**src/rtl/vsq_ctrl_pkg.sv**
```systemverilog
// Shared widths and FSM encoding for the VSQ accumulation sequencer.
// The optional saturation mode is selected with the VSQ_SAT_EN macro (see vsq_scale_mac).
package vsq_ctrl_pkg;

  localparam int ACC_W   = 24;
  localparam int INT4_W  = 14;
  localparam int SCALE_W = 8;
  localparam int PROD_W  = 22;

  typedef enum logic [1:0] {
    ST_IDLE   = 2'd0,
    ST_ACCUM  = 2'd1,
    ST_RESULT = 2'd2
  } vsq_state_t;

endpackage : vsq_ctrl_pkg

```
**src/rtl/vsq_scale_mac.sv**
```systemverilog
// Combinational scale-and-accumulate step: sp = a*b mod 2^8, m = int4*sp, acc + m.
// VSQ_SAT_EN defined: clamp to all-ones on carry-out; undefined: wrap modulo 2^ACC_W.
module vsq_scale_mac
  import vsq_ctrl_pkg::*;
(
  input  logic               vsq,
  input  logic [INT4_W-1:0]  int4,
  input  logic [SCALE_W-1:0] scale_a,
  input  logic [SCALE_W-1:0] scale_b,
  input  logic [ACC_W-1:0]   acc,
  output logic [ACC_W-1:0]   acc_next,
  output logic               carry
);

  logic [SCALE_W-1:0] sp_raw;
  logic [SCALE_W-1:0] sp;
  logic [PROD_W-1:0]  prod;
  logic [ACC_W:0]     sum_wide;

  // An 8-bit product context keeps only the low byte; the carry is dropped on purpose.
  assign sp_raw   = scale_a * scale_b;
  assign sp       = vsq ? sp_raw : '0;
  assign prod     = {{(PROD_W-INT4_W){1'b0}}, int4} * {{(PROD_W-SCALE_W){1'b0}}, sp};
  assign sum_wide = {1'b0, acc} + {{(ACC_W+1-PROD_W){1'b0}}, prod};
  assign carry    = sum_wide[ACC_W];

`ifdef VSQ_SAT_EN
  // Once clamped, any further non-zero product carries again, so the clamp holds.
  assign acc_next = carry ? {ACC_W{1'b1}} : sum_wide[ACC_W-1:0];
`else
  assign acc_next = sum_wide[ACC_W-1:0];
`endif

endmodule : vsq_scale_mac

```
**src/rtl/vsq_accum_ctrl.sv**
```systemverilog
// Sequencer for one VSQ accumulation job: latches the job, accumulates len beats, presents the sum.
// Saturating accumulation is enabled by defining VSQ_SAT_EN.
module vsq_accum_ctrl
  import vsq_ctrl_pkg::*;
#(
  parameter int LEN_W = 8
) (
  input  logic               clk,
  input  logic               rst,
  input  logic               start,
  input  logic [LEN_W-1:0]   cfg_len,
  input  logic               cfg_vsq,
  input  logic               in_valid,
  output logic               in_ready,
  input  logic [INT4_W-1:0]  in_int4,
  input  logic [SCALE_W-1:0] in_a,
  input  logic [SCALE_W-1:0] in_b,
  output logic               out_valid,
  input  logic               out_ready,
  output logic [ACC_W-1:0]   out_sum,
  output logic               out_ovf,
  output logic               busy
);

  vsq_state_t       state_reg, state_next;
  logic [LEN_W-1:0] len_reg;
  logic [LEN_W-1:0] cnt_reg;
  logic [LEN_W-1:0] cnt_next;
  logic             vsq_reg;
  logic [ACC_W-1:0] acc_reg;
  logic             ovf_reg;

  logic             start_accept;
  logic             in_hs;
  logic             last_beat;
  logic [ACC_W-1:0] mac_acc_next;
  logic             mac_carry;

  vsq_scale_mac u_mac (
    .vsq      (vsq_reg),
    .int4     (in_int4),
    .scale_a  (in_a),
    .scale_b  (in_b),
    .acc      (acc_reg),
    .acc_next (mac_acc_next),
    .carry    (mac_carry)
  );

  // Handshake-facing outputs decode straight from the state register.
  assign in_ready  = (state_reg == ST_ACCUM);
  assign out_valid = (state_reg == ST_RESULT);
  assign busy      = (state_reg != ST_IDLE);
  assign out_sum   = acc_reg;
  assign out_ovf   = ovf_reg;

  assign start_accept = (state_reg == ST_IDLE) && start;
  assign in_hs        = in_valid && in_ready;
  assign cnt_next     = cnt_reg + LEN_W'(1);
  assign last_beat    = (cnt_next == len_reg);

  always_comb begin
    state_next = state_reg;
    case (state_reg)
      ST_IDLE: begin
        if (start) begin
          state_next = (cfg_len == '0) ? ST_RESULT : ST_ACCUM;
        end
      end
      ST_ACCUM: begin
        if (in_hs && last_beat) begin
          state_next = ST_RESULT;
        end
      end
      ST_RESULT: begin
        if (out_ready) begin
          state_next = ST_IDLE;
        end
      end
      default: state_next = ST_IDLE;
    endcase
  end

  always_ff @(posedge clk) begin
    if (rst) begin
      state_reg <= ST_IDLE;
    end else begin
      state_reg <= state_next;
    end
  end

  // Accumulator and flag only move in IDLE (cleared on start) and on input beats,
  // so they stay frozen for the whole RESULT phase.
  always_ff @(posedge clk) begin
    if (rst) begin
      len_reg <= '0;
      cnt_reg <= '0;
      vsq_reg <= 1'b0;
      acc_reg <= '0;
      ovf_reg <= 1'b0;
    end else if (start_accept) begin
      len_reg <= cfg_len;
      cnt_reg <= '0;
      vsq_reg <= cfg_vsq;
      acc_reg <= '0;
      ovf_reg <= 1'b0;
    end else if (in_hs) begin
      cnt_reg <= cnt_next;
      acc_reg <= mac_acc_next;
      ovf_reg <= ovf_reg | mac_carry;
    end
  end

endmodule : vsq_accum_ctrl

```
**config.mk**
```make
export PLATFORM = sky130hd
export DESIGN_NAME = vsq_accum_ctrl
export DESIGN_NICKNAME = d
export VERILOG_FILES = /design/src/rtl/vsq_ctrl_pkg.sv /design/src/rtl/vsq_scale_mac.sv /design/src/rtl/vsq_accum_ctrl.sv
export SDC_FILE = /design/constraint.sdc
export NUM_CORES = 1
export LEC_CHECK = 0
export ABC_AREA = 1
export BUFFER_PORTS_ARGS = -buffer_cell sky130_fd_sc_hd__buf_4
export CORE_AREA = 8 8 127 129
export CTS_CLUSTER_SIZE = 14
export DETAILED_ROUTE_END_ITERATION = 10
export DIE_AREA = 0 0 135 137
export GPL_TIMING_DRIVEN = 0
export PLACE_DENSITY = 0.74
export SLEW_MARGIN = 20
export SYNTH_ARGS = -nofsm -noshare
export SYNTH_HDL_FRONTEND = slang
export SYNTH_SLANG_ARGS = --single-unit
```
**constraint.sdc**
```tcl
create_clock -name clk -period 7.3 [get_ports clk]
set_clock_uncertainty 0.2 [all_clocks]
set_input_delay 1.095 -clock clk [delete_from_list [all_inputs] [get_ports clk]]
set_output_delay 1.095 -clock clk [all_outputs]
set_load 0.02 [all_outputs]
```
==> run metrics <==
r2r setup slk 2.00 ns; Synth Flop Type dfxtp_1; share of the yosys chip area belonging to registers 12.1%; r2r worst-path depth 27; reg2reg end out_sum[19]; routability congestion estimate 0.917; Hold Buf Count CTS 0; Vias 6814; CTS buffer count 5; fin crit period 7.93 ns; Fillers 1208; Sink Count 44; initial antenna violation count 0; DRT iter0 DRCs 421; CP max FO 5; crit path capture type flip-flop; Hold Path Class reg2reg; TritonCTS clock tree done; DRT Wirelength 20500 um; cell count after synthesis 1010; largest net degree at the start of global routing 14; slew margin rel. 54.4%; grt ovf 0; Hold Worst Slack 0.270 ns; post-route ant nets 0; row cnt 44; Power Dens Cells 223 nW/um^2; clock-pin slew on the worst setup and hold paths 0.06 ns; final hold violation count 0; maximum VDD drop 0.159 mV; EDFF count, synth 0; unrepaired setup endpoints after global routing true; Syn-to-layout area delta 27.0%; part of the cycle the worst path needs 109%; max-slew violations 0; clock root buffer clkbuf_16; Area contributors post-synth fa_1 (29%), inv_1 (14%), dfxtp_1 (12%); share of cells above drive strength 1 23.2%; Die ar. 18500 um^2; Synth Register Bits 44; area leader, netlist fa_1; Starting Density 51.4%; Critical R2R Launch vsq_reg; Post-DP HPWL 16300 um; synth unique cells 35; H-tree Lvls 2; Remaining DRCs 0; top cell type's share of synthesized area 28.5%; Avg WL per Cell 15.8 um; worst skew pair latency 0.29 ns; failing checks setup timing; FFs w/ async S/R, synth 0%; startpoint type of the worst setup path input pin; most frequent CP cell inv_2; achievable frequency 126 MHz; WP data arrival 7.97 ns; DP Worst Slack -1.05 ns; design area 9270 um^2; drt pass-1 iters 5; CP Launch Point in_b[2]; Die Ht 137 um; hold path depth 2; Avg Cell Area, Syn 7.23 um^2; Synth Net Count 1222; synthesized area 7300 um^2; Final #Nets 1322; Req. time, crit path 7.34 ns; Setup TNS -7.97 ns; clock buffer depth 2; gr usage total 22.7%; kind of critical path in2reg; number of flip-flops in the largest register 24; fin worst setup slack -0.631 ns; status complete, but fails checks; Critical Path End out_sum[23]; Antenna Cells 0; PortBufs 69; static leakage 4.80 nW; via count of the first global-routing pass 6990; core area 14200 um^2; slowest CP cell fa_2; slowest stage delay, CP 0.57 ns; final setup violation count 17; via/cell ratio 5.27; Max-Cap Viols 0; yosys warns 0; Die Width 135 um; Slew @ Worst Pin 0.685 ns; I/O pin total 72; area post-placement 8410 um^2; first-pass GRT wire length 33700 um
## synthesized netlist by cell type, drive strengths merged (7+ instances only)
cell type  count
inv          273
nand2        174
nor2         110
fa           104
ha            64
a21oi         57
dfxtp         44
nand3         44
o21ai         43
clkbuf        16
xnor2         12
nand4         11
xor2          11
o211ai         8
buf            7
nor3           7
## stage by stage
step | std cells | utilization [%] | total power, mW
2_1_floorplan | 1010 | - | 1.18
3_3_place_gp | 1263 | 59.2 | 1.46
3_5_place_dp | 1263 | 59.2 | 1.47
4_1_cts | 1289 | 63.7 | 1.96
5_1_grt | 1294 | 65.3 | 2.22
6_report | 1294 | 65.3 | 2.07
## how the worst min path moves through the flow
stage | start | to | slack [ns]
6_report | len_reg[5] | len_reg[5] | 0.27
3_5_place_dp | len_reg[5] | len_reg[5] | 0.26
3_3_place_gp | len_reg[2] | len_reg[2] | 0.26
2_1_floorplan | len_reg[5] | len_reg[5] | 0.24
4_1_cts | len_reg[5] | len_reg[5] | 0.27
5_1_grt | len_reg[4] | len_reg[4] | 0.30
## where the power goes
group | switching, mW | internal (mW) | leakage [nW] | total [mW]
registers | 0.0214 | 0.265 | 0.359 | 0.287
logic | 0.885 | 0.601 | 4.35 | 1.49
clock network | 0.100 | 0.194 | 0.0899 | 0.294
total | 1.01 | 1.06 | 4.80 | 2.07
## layout make-up
| type | instances | area [um^2] | share of cell area, % |
|---|---|---|---|
| plain buffers | 23 | 128 | 1.38 |
| inverters | 273 | 1030 | 11.1 |
| multi-input cells | 670 | 6060 | 65.3 |
| clock buffers | 5 | 125 | 1.35 |
| well taps | 184 | 230 | 2.48 |
| flip-flops and latches | 44 | 881 | 9.50 |
| clock inverters | 2 | 60.1 | 0.648 |
| repair buffers | 93 | 764 | 8.24 |
## worst max-delay path: cells and delay by family
kind | cells | cell delay (ns)
AOI/OAI and AO/OA | 3 | 0.24
xor gates and xnor gates | 1 | 0.20
adders and majority gates | 10 | 4.41
buffers and inverters | 10 | 0.66
and+or+nand+nor | 13 | 1.34
## timing repair
action,in CTS,in global routing
cloned,1,0
setup endpoints to repair,17,18
pin swaps,32,32
setup buffers,18,5
hold endpoints to repair,0,0
gates resized for setup,79,47
## cell families (layout without fill, tap and decap cells)
logic type	count (synthesis)	count (layout)	synth area share, %
fa+ha+maj	168	168	39.5
buf+inv	296	396	15.5
simple gates	356	356	20.6
xor+xnor	23	23	3.07
flops	44	44	12.1
compound gates	123	123	9.20
## layout by cell type (no fill, tap or decap), types with 15 or more instances in the layout
cell type / netlist / routed
nand2_2: 3 / 20
nand2_1: 170 / 140
ha_1: 64 / 49
ha_4: 0 / 15
a21oi_1: 57 / 40
nor2_1: 99 / 90
inv_2: 0 / 20
fa_1: 104 / 98
dfxtp_1: 44 / 44
nand3_1: 42 / 33
o21ai_0: 41 / 24
buf_4: 1 / 85
inv_1: 273 / 252
## per-layer routing
layer  vias up  track usage [%]  part of all wire (%)
met3        59             2.28                   5.3
met5         -                0                     0
met4         0             9.81                   4.4
met1      3253             28.7                    43
met2       265             38.7                    48
li1       3237                -                     -
No activity file was read; power rests on OpenSTA's default activity.
